`src/rtl/csr_bus_arbiter_if.sv`:
```
// rtl/csr_bus_arbiter_if.sv - requester and register-map signal bundle for csr_bus_arbiter
// Requester side: req_valid, req_is_wr, req_addr, req_wr_data, req_wr_biten (packed per
//   requester, slice i = [i*W +: W]) in; req_done (one-hot pulse), req_err, req_rd_data out.
// Register-map side: bus_req (strobe), bus_req_is_wr, bus_addr, bus_wr_data, bus_wr_biten out;
//   bus_ready, bus_err, bus_rd_data, bus_stall_wr, bus_stall_rd in.
// master modport: the arbiter. slave modport: the requesters plus the register map.
interface csr_bus_arbiter_if #(
    parameter int NUM_REQ    = 2,
    parameter int DATA_WIDTH = 32,
    parameter int ADDR_WIDTH = 11
);
    logic [NUM_REQ-1:0]            req_valid;
    logic [NUM_REQ-1:0]            req_is_wr;
    logic [NUM_REQ*ADDR_WIDTH-1:0] req_addr;
    logic [NUM_REQ*DATA_WIDTH-1:0] req_wr_data;
    logic [NUM_REQ*DATA_WIDTH-1:0] req_wr_biten;
    logic [NUM_REQ-1:0]            req_done;
    logic                          req_err;
    logic [DATA_WIDTH-1:0]         req_rd_data;

    logic                          bus_req;
    logic                          bus_req_is_wr;
    logic [ADDR_WIDTH-1:0]         bus_addr;
    logic [DATA_WIDTH-1:0]         bus_wr_data;
    logic [DATA_WIDTH-1:0]         bus_wr_biten;
    logic                          bus_ready;
    logic                          bus_err;
    logic [DATA_WIDTH-1:0]         bus_rd_data;
    logic                          bus_stall_wr;
    logic                          bus_stall_rd;

    modport master (
        input  req_valid, req_is_wr, req_addr, req_wr_data, req_wr_biten,
        output req_done, req_err, req_rd_data,
        output bus_req, bus_req_is_wr, bus_addr, bus_wr_data, bus_wr_biten,
        input  bus_ready, bus_err, bus_rd_data, bus_stall_wr, bus_stall_rd
    );

    modport slave (
        output req_valid, req_is_wr, req_addr, req_wr_data, req_wr_biten,
        input  req_done, req_err, req_rd_data,
        input  bus_req, bus_req_is_wr, bus_addr, bus_wr_data, bus_wr_biten,
        output bus_ready, bus_err, bus_rd_data, bus_stall_wr, bus_stall_rd
    );
endinterface

```
`src/rtl/csr_bus_arbiter.sv`:
```
// rtl/csr_bus_arbiter.sv - round-robin arbiter sharing one CSR register-map bus
// Ports: clk, rst (asynchronous, active-high); csr (csr_bus_arbiter_if.master) carrying the
//   requester commands/responses and the register-map request/response handshake.
// One access outstanding at a time; grant held until bus_ready. Optional bus_ready timeout
//   enabled by defining CSR_ARB_TIMEOUT_EN (limit set by TIMEOUT_CYCLES).
module csr_bus_arbiter #(
    parameter int NUM_REQ        = 2,
    parameter int DATA_WIDTH     = 32,
    parameter int ADDR_WIDTH     = 11,
    parameter int TIMEOUT_CYCLES = 255
) (
    input  logic              clk,
    input  logic              rst,
    csr_bus_arbiter_if.master csr
);
    localparam int IDX_W = $clog2(NUM_REQ);

    if (NUM_REQ < 2 || NUM_REQ > 8 || TIMEOUT_CYCLES < 1 || TIMEOUT_CYCLES > 65535) begin : g_bad_cfg
        $error("csr_bus_arbiter: parameter out of range");
    end

    typedef enum logic [1:0] {IDLE, ISSUE, WAIT} state_t;

    state_t                  state_q, state_d;
    logic [IDX_W-1:0]        rr_ptr_q, rr_ptr_d;
    logic [IDX_W-1:0]        grant_q, grant_d;
    logic                    bus_req_is_wr_q, bus_req_is_wr_d;
    logic [ADDR_WIDTH-1:0]   bus_addr_q, bus_addr_d;
    logic [DATA_WIDTH-1:0]   bus_wr_data_q, bus_wr_data_d;
    logic [DATA_WIDTH-1:0]   bus_wr_biten_q, bus_wr_biten_d;
    logic [NUM_REQ-1:0]      req_done_q, req_done_d;
    logic                    req_err_q, req_err_d;
    logic [DATA_WIDTH-1:0]   req_rd_data_q, req_rd_data_d;
`ifdef CSR_ARB_TIMEOUT_EN
    logic [15:0]             tmo_cnt_q, tmo_cnt_d;
`endif

    logic [NUM_REQ-1:0]      eligible;
    logic                    win_found;
    logic [IDX_W-1:0]        win_idx;
    int                      cand;
    logic                    stalled;
    logic                    issue;
    logic                    finish;
    logic                    fin_err;
    logic [DATA_WIDTH-1:0]   fin_data;
    logic [DATA_WIDTH-1:0]   rsp_data;

    // Winner search: scan from the farthest candidate back to rr_ptr so the
    // last hit is the first valid index at or after rr_ptr, cyclically.
    always_comb begin
        eligible  = csr.req_valid & ~req_done_q;  // requester finishing this cycle is masked
        cand      = 0;
        win_found = 1'b0;
        win_idx   = '0;
        for (int k = NUM_REQ - 1; k >= 0; k--) begin
            cand = int'(rr_ptr_q) + k;
            if (cand >= NUM_REQ) cand = cand - NUM_REQ;
            if (eligible[IDX_W'(cand)]) begin
                win_found = 1'b1;
                win_idx   = IDX_W'(cand);
            end
        end
    end

    assign stalled  = bus_req_is_wr_q ? csr.bus_stall_wr : csr.bus_stall_rd;
    assign issue    = (state_q == ISSUE) && !stalled;
    assign rsp_data = bus_req_is_wr_q ? '0 : csr.bus_rd_data;

    always_comb begin
        state_d         = state_q;
        rr_ptr_d        = rr_ptr_q;
        grant_d         = grant_q;
        bus_req_is_wr_d = bus_req_is_wr_q;
        bus_addr_d      = bus_addr_q;
        bus_wr_data_d   = bus_wr_data_q;
        bus_wr_biten_d  = bus_wr_biten_q;
        req_done_d      = '0;
        req_err_d       = 1'b0;
        req_rd_data_d   = '0;
        finish          = 1'b0;
        fin_err         = 1'b0;
        fin_data        = '0;
`ifdef CSR_ARB_TIMEOUT_EN
        tmo_cnt_d       = tmo_cnt_q;
`endif
        case (state_q)
            IDLE: begin
                if (win_found) begin
                    state_d         = ISSUE;
                    grant_d         = win_idx;
                    bus_req_is_wr_d = csr.req_is_wr[win_idx];
                    bus_addr_d      = csr.req_addr[int'(win_idx)*ADDR_WIDTH +: ADDR_WIDTH];
                    bus_wr_data_d   = csr.req_wr_data[int'(win_idx)*DATA_WIDTH +: DATA_WIDTH];
                    bus_wr_biten_d  = csr.req_wr_biten[int'(win_idx)*DATA_WIDTH +: DATA_WIDTH];
                end
            end
            ISSUE: begin
                // bus_ready is only honoured once the strobe actually goes out.
                if (issue) begin
                    if (csr.bus_ready) begin
                        finish   = 1'b1;
                        fin_err  = csr.bus_err;
                        fin_data = rsp_data;
                    end else begin
                        state_d = WAIT;
`ifdef CSR_ARB_TIMEOUT_EN
                        tmo_cnt_d = 16'd1;
                        if (TIMEOUT_CYCLES == 1) begin
                            finish  = 1'b1;
                            fin_err = 1'b1;
                        end
`endif
                    end
                end
            end
            WAIT: begin
                if (csr.bus_ready) begin
                    finish   = 1'b1;
                    fin_err  = csr.bus_err;
                    fin_data = rsp_data;
                end
`ifdef CSR_ARB_TIMEOUT_EN
                // tmo_cnt_q counts cycles elapsed since bus_req.
                else if (tmo_cnt_q == 16'(TIMEOUT_CYCLES - 1)) begin
                    finish  = 1'b1;
                    fin_err = 1'b1;
                end else begin
                    tmo_cnt_d = tmo_cnt_q + 16'd1;
                end
`endif
            end
            default: state_d = IDLE;
        endcase

        if (finish) begin
            state_d       = IDLE;
            req_done_d    = NUM_REQ'(1) << grant_q;
            req_err_d     = fin_err;
            req_rd_data_d = fin_data;
            rr_ptr_d      = (grant_q == IDX_W'(NUM_REQ - 1)) ? '0 : grant_q + 1'b1;
        end
    end

    always_ff @(posedge clk or posedge rst) begin
        if (rst) begin
            state_q         <= IDLE;
            rr_ptr_q        <= '0;
            grant_q         <= '0;
            bus_req_is_wr_q <= 1'b0;
            bus_addr_q      <= '0;
            bus_wr_data_q   <= '0;
            bus_wr_biten_q  <= '0;
            req_done_q      <= '0;
            req_err_q       <= 1'b0;
            req_rd_data_q   <= '0;
`ifdef CSR_ARB_TIMEOUT_EN
            tmo_cnt_q       <= '0;
`endif
        end else begin
            state_q         <= state_d;
            rr_ptr_q        <= rr_ptr_d;
            grant_q         <= grant_d;
            bus_req_is_wr_q <= bus_req_is_wr_d;
            bus_addr_q      <= bus_addr_d;
            bus_wr_data_q   <= bus_wr_data_d;
            bus_wr_biten_q  <= bus_wr_biten_d;
            req_done_q      <= req_done_d;
            req_err_q       <= req_err_d;
            req_rd_data_q   <= req_rd_data_d;
`ifdef CSR_ARB_TIMEOUT_EN
            tmo_cnt_q       <= tmo_cnt_d;
`endif
        end
    end

    assign csr.bus_req       = issue;
    assign csr.bus_req_is_wr = bus_req_is_wr_q;
    assign csr.bus_addr      = bus_addr_q;
    assign csr.bus_wr_data   = bus_wr_data_q;
    assign csr.bus_wr_biten  = bus_wr_biten_q;
    assign csr.req_done      = req_done_q;
    assign csr.req_err       = req_err_q;
    assign csr.req_rd_data   = req_rd_data_q;
endmodule

```
`src/flat_wrapper.sv`:
```
// flat-port wrapper written by rule: the top's interface ports become plain ports
module csr_bus_arbiter_flat 
#(
    parameter int NUM_REQ        = 2,
    parameter int DATA_WIDTH     = 32,
    parameter int ADDR_WIDTH     = 11,
    parameter int TIMEOUT_CYCLES = 255
)
  (clk, rst, csr_req_valid, csr_req_is_wr, csr_req_addr, csr_req_wr_data, csr_req_wr_biten, csr_req_done, csr_req_err, csr_req_rd_data, csr_bus_req, csr_bus_req_is_wr, csr_bus_addr, csr_bus_wr_data, csr_bus_wr_biten, csr_bus_ready, csr_bus_err, csr_bus_rd_data, csr_bus_stall_wr, csr_bus_stall_rd);
  csr_bus_arbiter_if #(.NUM_REQ(NUM_REQ), .DATA_WIDTH(DATA_WIDTH), .ADDR_WIDTH(ADDR_WIDTH)) csr_i ();
  input  logic clk;
  input  logic rst;
  input wire logic [$bits(csr_i.req_valid)-1:0] csr_req_valid;
  input wire logic [$bits(csr_i.req_is_wr)-1:0] csr_req_is_wr;
  input wire logic [$bits(csr_i.req_addr)-1:0] csr_req_addr;
  input wire logic [$bits(csr_i.req_wr_data)-1:0] csr_req_wr_data;
  input wire logic [$bits(csr_i.req_wr_biten)-1:0] csr_req_wr_biten;
  output wire logic [$bits(csr_i.req_done)-1:0] csr_req_done;
  output wire logic [$bits(csr_i.req_err)-1:0] csr_req_err;
  output wire logic [$bits(csr_i.req_rd_data)-1:0] csr_req_rd_data;
  output wire logic [$bits(csr_i.bus_req)-1:0] csr_bus_req;
  output wire logic [$bits(csr_i.bus_req_is_wr)-1:0] csr_bus_req_is_wr;
  output wire logic [$bits(csr_i.bus_addr)-1:0] csr_bus_addr;
  output wire logic [$bits(csr_i.bus_wr_data)-1:0] csr_bus_wr_data;
  output wire logic [$bits(csr_i.bus_wr_biten)-1:0] csr_bus_wr_biten;
  input wire logic [$bits(csr_i.bus_ready)-1:0] csr_bus_ready;
  input wire logic [$bits(csr_i.bus_err)-1:0] csr_bus_err;
  input wire logic [$bits(csr_i.bus_rd_data)-1:0] csr_bus_rd_data;
  input wire logic [$bits(csr_i.bus_stall_wr)-1:0] csr_bus_stall_wr;
  input wire logic [$bits(csr_i.bus_stall_rd)-1:0] csr_bus_stall_rd;
  assign csr_i.req_valid = csr_req_valid;
  assign csr_i.req_is_wr = csr_req_is_wr;
  assign csr_i.req_addr = csr_req_addr;
  assign csr_i.req_wr_data = csr_req_wr_data;
  assign csr_i.req_wr_biten = csr_req_wr_biten;
  assign csr_req_done = csr_i.req_done;
  assign csr_req_err = csr_i.req_err;
  assign csr_req_rd_data = csr_i.req_rd_data;
  assign csr_bus_req = csr_i.bus_req;
  assign csr_bus_req_is_wr = csr_i.bus_req_is_wr;
  assign csr_bus_addr = csr_i.bus_addr;
  assign csr_bus_wr_data = csr_i.bus_wr_data;
  assign csr_bus_wr_biten = csr_i.bus_wr_biten;
  assign csr_i.bus_ready = csr_bus_ready;
  assign csr_i.bus_err = csr_bus_err;
  assign csr_i.bus_rd_data = csr_bus_rd_data;
  assign csr_i.bus_stall_wr = csr_bus_stall_wr;
  assign csr_i.bus_stall_rd = csr_bus_stall_rd;
  csr_bus_arbiter #(.NUM_REQ(NUM_REQ), .DATA_WIDTH(DATA_WIDTH), .ADDR_WIDTH(ADDR_WIDTH), .TIMEOUT_CYCLES(TIMEOUT_CYCLES)) u_core (.clk(clk), .rst(rst), .csr(csr_i));
endmodule
```
`config.mk`:
```
export PLATFORM = sky130hd
export DESIGN_NAME = csr_bus_arbiter_flat
export DESIGN_NICKNAME = d
export VERILOG_FILES = /design/src/rtl/csr_bus_arbiter_if.sv /design/src/rtl/csr_bus_arbiter.sv /design/src/flat_wrapper.sv
export SDC_FILE = /design/constraint.sdc
export NUM_CORES = 1
export LEC_CHECK = 0
export BUFFER_PORTS_ARGS = -buffer_cell sky130_fd_sc_hd__buf_2
export CELL_PAD_IN_SITES_DETAIL_PLACEMENT = 1
export CELL_PAD_IN_SITES_GLOBAL_PLACEMENT = 1
export CORE_AREA = 5 5 114 169
export CTS_CLUSTER_SIZE = 12
export DETAILED_ROUTE_END_ITERATION = 10
export DIE_AREA = 0 0 119 174
export PLACE_DENSITY = 0.76
export SLEW_MARGIN = 10
export SYNTH_ARGS = -nofsm -noshare
export SYNTH_HDL_FRONTEND = slang
export SYNTH_SLANG_ARGS = --single-unit
```
`constraint.sdc`:
```
create_clock -name clk -period 3.5 [get_ports clk]
set_input_delay 0.7 -clock clk [delete_from_list [all_inputs] [get_ports clk]]
set_output_delay 0.7 -clock clk [all_outputs]
set_load 0.005 [all_outputs]
```
==> results.md, run 1 <==
- CTS Sinks: 115
- Synth cell types: 29
- TNS Setup: 0 ps
- Initial antenna violation count: 1
- H-tree Lvls: 4
- Max clock buf depth: 2
- Register area share after synthesis: 0.6201
- Mapped Nets: 640
- # IOs: 304
- Setup CP Type: register to primary output
- HPWL after detailed placement: 12,100 um
- Clock Latency Late Sink: 400 ps
- Hold depth: 2
- I/O Buffers: 302
- Die Footprint: 20,710 sq um
- Worst path arrival time: 1480 ps
- CTS Hold Bufs: 0
- Ys flop type: dfrtp_1
- Max-cap violations: 0
- Routed vias: 4,449
- Fraction of registers with async set/reset: 1.000
- Final hold viol count: 0
- Lkg Pwr: 3.635 nW
- Drt via density: 4.601
- Endpoint class of the critical path: primary output
- Die Span Y: 174 um
- Critical-path top delay cell: dfrtp_1
- Status: finished, final reports clean
- Fin. max-slew vios: 0
- Slew headroom: 0.4098
- Fin crit period: 2176 ps
- Core Footprint: 17,720 sq um
- Worst Hold Class: register to register
- PostCTS Resize Cnt: 0
- Routed length per placed instance: 16.27 um
- Layout cells sized above 1: 0.4627
- Syn Std Cell Area: 4641 sq um
- Initial Util: 0.2619
- RR Endpoint: u_core.csr.req_rd_data[21]
- Total CTS buffers: 17
- Clk_skew: 7.237 ps
- Rows: 60
- Worst R2R Start: u_core.csr.bus_req_is_wr
- Crit path required time: 2800 ps
- CP Launch Type: register
- Worst R2R Path Depth: 4
- Largest stage delay, worst path: 450 ps
- RSZ-0062 raised after global routing: no
- Synthesis-to-finish area growth: 48.15%
- Vias in the first global route: 4,778
- EDFF count, synth: 0
- Hold endpoint: u_core.csr.bus_wr_data[20]
- GPL Wtd Cong: 0.7230
- Post-Syn Instances: 444
- CTS root buf: clkbuf_16
- First-pass GRT wire length: 24,760 um
- CTS tree: done
- Final #Nets: 933
- Post-CTS Setup Repair Bufs: 0
- Area share of the largest cell type after synthesis: 0.6201
- Drt pass-1 iters: 4
- Die width: 119 um
- DRC viols: 0
- Crit path cell chain: mux2i_2 -> and2_1 -> buf_2
- Setup violators final: 0
- Largest net degree at the start of global routing: 99
- Largest area contributor in the netlist: dfrtp_1
- DRT iter0 DRCs: 168
- Global Route Usage Sum: 0.1518
- Crit share post-route: 0.6217
- Power, Total: 5.661 mW
- Max FO, Critical Path: 4
- PwrDens: 823.4 nW/um^2
- Routed WL: 15,730 um
- Max IR drop VDD: 0.3149 mV
- Antenna-violating nets left: 0
- Post-Syn Area per Cell: 10.45 sq um
- Number of synthesized register bits: 115
- Top post-synthesis cells by area: dfrtp_1 62%, o22ai_1 10%, o21ai_0 6.7%
- FF-to-FF setup slack: 1550 ps
- Ant. Diodes: 0
- Worst hold path startpoint: u_core.csr.bus_wr_data[20]
- Fmax: 0.4596 GHz
- Yosys Warn Count: 0
- Grt total ovfl: 0
- Slew of the pin with the lowest slew margin: 882.5 ps
- Clk slew on worst S/H paths: 50 ps
[sequential cells by signal, summed over array words and instances (netlist names)]
name	count
u_core.csr.bus_addr	11
u_core.csr.bus_req_is_wr	1
u_core.csr.bus_wr_biten	32
u_core.csr.bus_wr_data	32
u_core.csr.req_done	2
u_core.csr.req_err	1
u_core.csr.req_rd_data	32
u_core.grant_q	1
u_core.rr_ptr_q	1
u_core.state_q	2
[how the worst max path moves through the flow]
stage	cells past startpoint	slack, ps	startpoint	endpoint
6_report	3	1320	u_core.csr.bus_req_is_wr	csr_bus_req
5_1_grt	4	1190	u_core.state_q[1]	csr_bus_req
4_1_cts	3	1270	u_core.csr.bus_req_is_wr	csr_bus_req
3_5_place_dp	5	1230	csr_bus_stall_wr	u_core.csr.req_rd_data[21]
3_3_place_gp	5	1250	csr_bus_stall_wr	u_core.csr.req_rd_data[6]
2_1_floorplan	1	1400	rst	u_core.csr.bus_addr[0]
[kinds of logic after synthesis]
logic type / Yosys count / share of synthesized area
AOI/OAI and AO/OA: 160 / 0.1966
adders and majority gates: 4 / 0.01079
and+or+nand+nor: 124 / 0.1259
buffers and inverters: 39 / 0.04125
muxes: 2 / 0.005391
DFF: 115 / 0.6201
[final cells by class]
cell class	count	area [sq um]
fill	2159	10840
clock inverter	12	107.6
inverter	4	18.77
clock buffer	20	456.7
timing repair buffer	309	1564
tap	217	271.5
multi-input combinational	290	1579
sequential	115	2878
[cell usage after synthesis (all sizes together), types with 2 or more instances]
master	count
a21oi	3
and2	35
buf	13
clkbuf	22
dfrtp	115
ha	4
inv	4
nand2	80
nand3b	2
nor2	2
nor3	2
o21ai	76
o22ai	76
[power breakdown]
group          leakage [nW]  total, mW  internal [mW]  switching, mW
sequential             1.49       2.03           1.81          0.217
combinational          1.89       2.00          0.812           1.19
clock                 0.260       1.63           1.01          0.616
[worst max-delay path: cells and delay by family (launching register included)]
| family | cells | cell delay (ps) |
|---|---|---|
| buffers and inverters | 1 | 130 |
| flip-flops | 1 | 450 |
| AND/OR/NAND/NOR | 1 | 190 |
| multiplexers | 1 | 310 |
[stage by stage]
| stage | utilization | instances | hold slack [ps] | instance area, sq um | setup WS [ps] |
|---|---|---|---|---|---|
| 4_1_cts | 0.3881 | 967 | 471.0 | 6875 | 1270 |
| 5_1_grt | 0.3881 | 967 | 474.3 | 6875 | 1189 |
| 3_5_place_dp | 0.3562 | 935 | 464.6 | 6311 | 1233 |
| 2_1_floorplan | - | 444 | 436.5 | 4644 | 1401 |
| 6_report | 0.3881 | 967 | 468.5 | 6875 | 1324 |
| 3_3_place_gp | 0.3562 | 935 | 457.1 | 6311 | 1248 |
[cell usage in the layout, fill, tap and decap left out]
master and instances:
a211oi_1 1, a21oi_1 2, a21oi_2 1, a22o_1 1, a31oi_1 1, and2_1 35
buf_2 302, buf_4 7, bufinv_16 1, clkbuf_1 1, clkbuf_16 17, clkbuf_8 2
clkinv_2 3, clkinv_4 1, clkinvlp_4 7, dfrtp_1 115, ha_1 4, inv_1 2
inv_2 1, inv_6 1, mux2_2 1, mux2i_2 1, nand2_1 80, nand2b_1 1
nand3b_1 2, nor2_1 1, nor2_4 1, nor2b_1 1, nor3_1 1, nor3_4 1
o211ai_1 1, o21ai_0 62, o21ai_1 14, o21bai_1 1, o22ai_1 76, or3b_1 1
[layer usage]
layer	vias up	GRT usage	part of all wire
li1	2156	-	-
met1	2055	0.1551	0.35
met2	218	0.2746	0.52
met3	18	0.06641	0.11
met4	2	0.04978	0.013
met5	-	0	0.0013
Power figures use the tool's default switching activity.
==> run 2, diff against run 1 <==
Settings changed: ABC_AREA set to 1, CORE_AREA 5 5 114 169 to 5 5 113 168, DIE_AREA 0 0 119 174 to 0 0 118 173, PLACE_DENSITY 0.76 to 0.81.
Clock period 3.5 ns to 2.1 ns, I/O delays scaled along.
==> results.md, run 2 <==
- Most frequent cells in the layout: 302 x buf_2, 163 x nand2_1, 115 x dfrtp_1
- Initial antenna violation count: 3 (+2)
- Initial Util: 0.3035 (+0.04156)
- CTS Sinks: 115 (unchanged)
- Final hold viol count: 0 (unchanged)
- Setup violators final: 0 (unchanged)
- Global Route Usage Sum: 0.1749 (+0.02313)
- Core Footprint: 17,270 sq um (-2.5%)
- Synthesis-to-finish area growth: 45.23%
- Fraction of registers with async set/reset: 1.000 (unchanged)
- Die width: 118 um (-0.84%)
- First-pass GRT wire length: 28,830 um (+16%)
- Largest area contributor in the netlist: dfrtp_1
- Dpl cells: 1,098 (+17%)
- Power, Total: 10.14 mW (+79%)
- # IOs: 304 (unchanged)
- Top post-synthesis cells by area: dfrtp_1 55%, nand2_1 12%, a21oi_1 7.3%
- EDFF count, synth: 0 (unchanged)
- Number of synthesized register bits: 115 (unchanged)
- Register area share after synthesis: 0.5489 (-0.07119)
- DR top layer: met4
- Setup CP Type: register to primary output
- Die Span Y: 173 um (-0.57%)
- Final #Nets: 1,100 (+18%)
- Layout Cells excl Fill: 1,133 (+17%)
- Top cells by count, synth: 163 x nand2_1, 115 x dfrtp_1, 86 x inv_1
- Rows: 59 (-1.7%)
- Die Footprint: 20,410 sq um (-1.4%)
- Post-CTS Setup Repair Bufs: 0 (unchanged)
- Worst R2R Path Depth: 9 (+5)
- TNS Setup: 0 ps (unchanged)
- Post-Syn Instances: 609 (+37%)
- Worst path arrival time: 1500 ps (+20 ps)
- Max-cap violations: 0 (unchanged)
- Design area: 7614 sq um (+11%)
- Clk slew on worst S/H paths: 60 ps (about the same)
- Endpoint class of the critical path: primary output
- RSZ-0062 raised after global routing: no
- Largest net degree at the start of global routing: 80 (-19%)
- Ys flop type: dfrtp_1
- Most common cell in the netlist: nand2_1
- Synth cell types: 20 (-31%)
- Slew headroom: 0.6830 (+0.2733)
- Slew of the pin with the lowest slew margin: 475.4 ps (-407.0 ps)
- Clock Latency Late Sink: 410 ps (about the same)
- PostCTS Resize Cnt: 0 (unchanged)
- Area after detailed placement: 7013 sq um (+11%)
- HPWL after detailed placement: 13,700 um (+13%)
- Routed WL: 18,020 um (+15%)
- PwrDens: 1331 nW/um^2 (+62%)
- Lkg Pwr: 4.467 nW (+23%)
- Total CTS buffers: 17 (unchanged)
- GPL Wtd Cong: 0.8019 (+11%)
- Grt total ovfl: 0 (unchanged)
- Clk_skew: 7.671 ps (+0.4345 ps)
- DRC viols: 0 (unchanged)
- Worst Hold Class: primary input to asynchronous set/reset pin
- DRT iter0 DRCs: 163 (-3.0%)
- Fin crit period: 1919 ps
- Crit share post-route: 0.9140
- Met3 Wirelength: 859 um (-49%)
- Drt via density: 4.538 (-1.4%)
- Yosys Warn Count: 0 (unchanged)
- Commonest non-fill, non-tap cell in the layout: buf_2
- Post-place setup slack: 178.2 ps (-1055 ps)
- Fin. max-slew vios: 0 (unchanged)
- CTS root buf: clkbuf_16
- Post-Syn Area per Cell: 8.608 sq um (-18%)
- PnR worst setup slack: 180.6 ps (-1144 ps)
- Max clock buf depth: 2 (unchanged)
- Vias in the first global route: 5,363 (+12%)
- Fmax: 0.5210 GHz
- Antenna-violating nets left: 0 (unchanged)
- Wl on met1: 6726 um (+20%)
- Routed vias: 5,142 (+16%)
- Max IR drop VDD: 0.6090 mV (+93%)
- CTS Hold Bufs: 0 (unchanged)
- Max FO, Critical Path: 3 (-1)
- H-tree Lvls: 4 (unchanged)
- Syn Std Cell Area: 5243 sq um (+13%)
- Met2 Wirelength: 9890 um (+20%)
- Layout cells sized above 1: 0.4068 (-0.05591)
- CP Launch Type: register
- Crit path required time: 1680 ps (-1120 ps)
- Drt pass-1 iters: 5 (+1)
- Mapped Nets: 805 (+26%)
- CTS tree: done
- Area share of the largest cell type after synthesis: 0.5489 (-0.07119)
- Routed length per placed instance: 15.90 um (-2.3%)
- Status: finished, final reports clean
- I/O Buffers: 302 (unchanged)
[run 2: cell type report]
cell class	count	area, sq um
clock buffers	18	439.2
clock inverters	14	151.4
repair buffers	316	1692
flip-flops and latches	115	2878
diodes	3	7.507
fillers	2154	9661
multi-input cells	365	1837
well taps	213	266.5
inverters	89	342.8
[run 2: path summary, 6_finish.rpt]
path | from | to | slack, ps
min in group clk | csr_req_addr[12] | u_core.csr.bus_addr[1] | 230
worst max-delay path | u_core.state_q[1] | csr_bus_req | 180
max in group asynchronous | rst | u_core.csr.bus_addr[8] | 1580
worst min register to register | u_core.csr.bus_wr_data[29] | u_core.csr.bus_wr_data[29] | 470
worst max register to register | u_core.state_q[1] | u_core.csr.bus_wr_data[25] | 280
worst min-delay path | rst | u_core.csr.bus_wr_biten[31] | 110
[run 2: worst max-delay path: stages (launching register included)]
cell     delay, ps
dfrtp_1        410
inv_1          120
ha_1           220
nand3_2        100
inv_1          110
buf_2          130
[run 2: power breakdown]
part           switching, mW  internal (mW)  total (mW)  leakage, nW
registers              0.415           3.06        3.47         1.47
logic                   2.25           1.53        3.78         2.71
clock network           1.10           1.79        2.88        0.287
[run 2: cells by family after synthesis]
logic type / Yosys count / synth area share
buf+inv: 129 / 0.1021
compound gates: 156 / 0.1494
fa+ha+maj: 4 / 0.009547
flops: 115 / 0.5489
simple gates: 205 / 0.1900
[run 2: metrics by stage]
stage                 util  hold WS [ps]
floorplan                -         441.3
CTS                 0.4402         142.9
finish              0.4408         109.9
global route        0.4408         157.9
global placement    0.4060         454.3
detailed placement  0.4060         459.8
[run 2: layer usage]
| metal | GRT usage | up-vias |
|---|---|---|
| met3 | 0.04542 | 37 |
| li1 | - | 2522 |
| met5 | 0 | - |
| met1 | 0.1917 | 2425 |
| met4 | 0.08034 | 0 |
| met2 | 0.3133 | 158 |
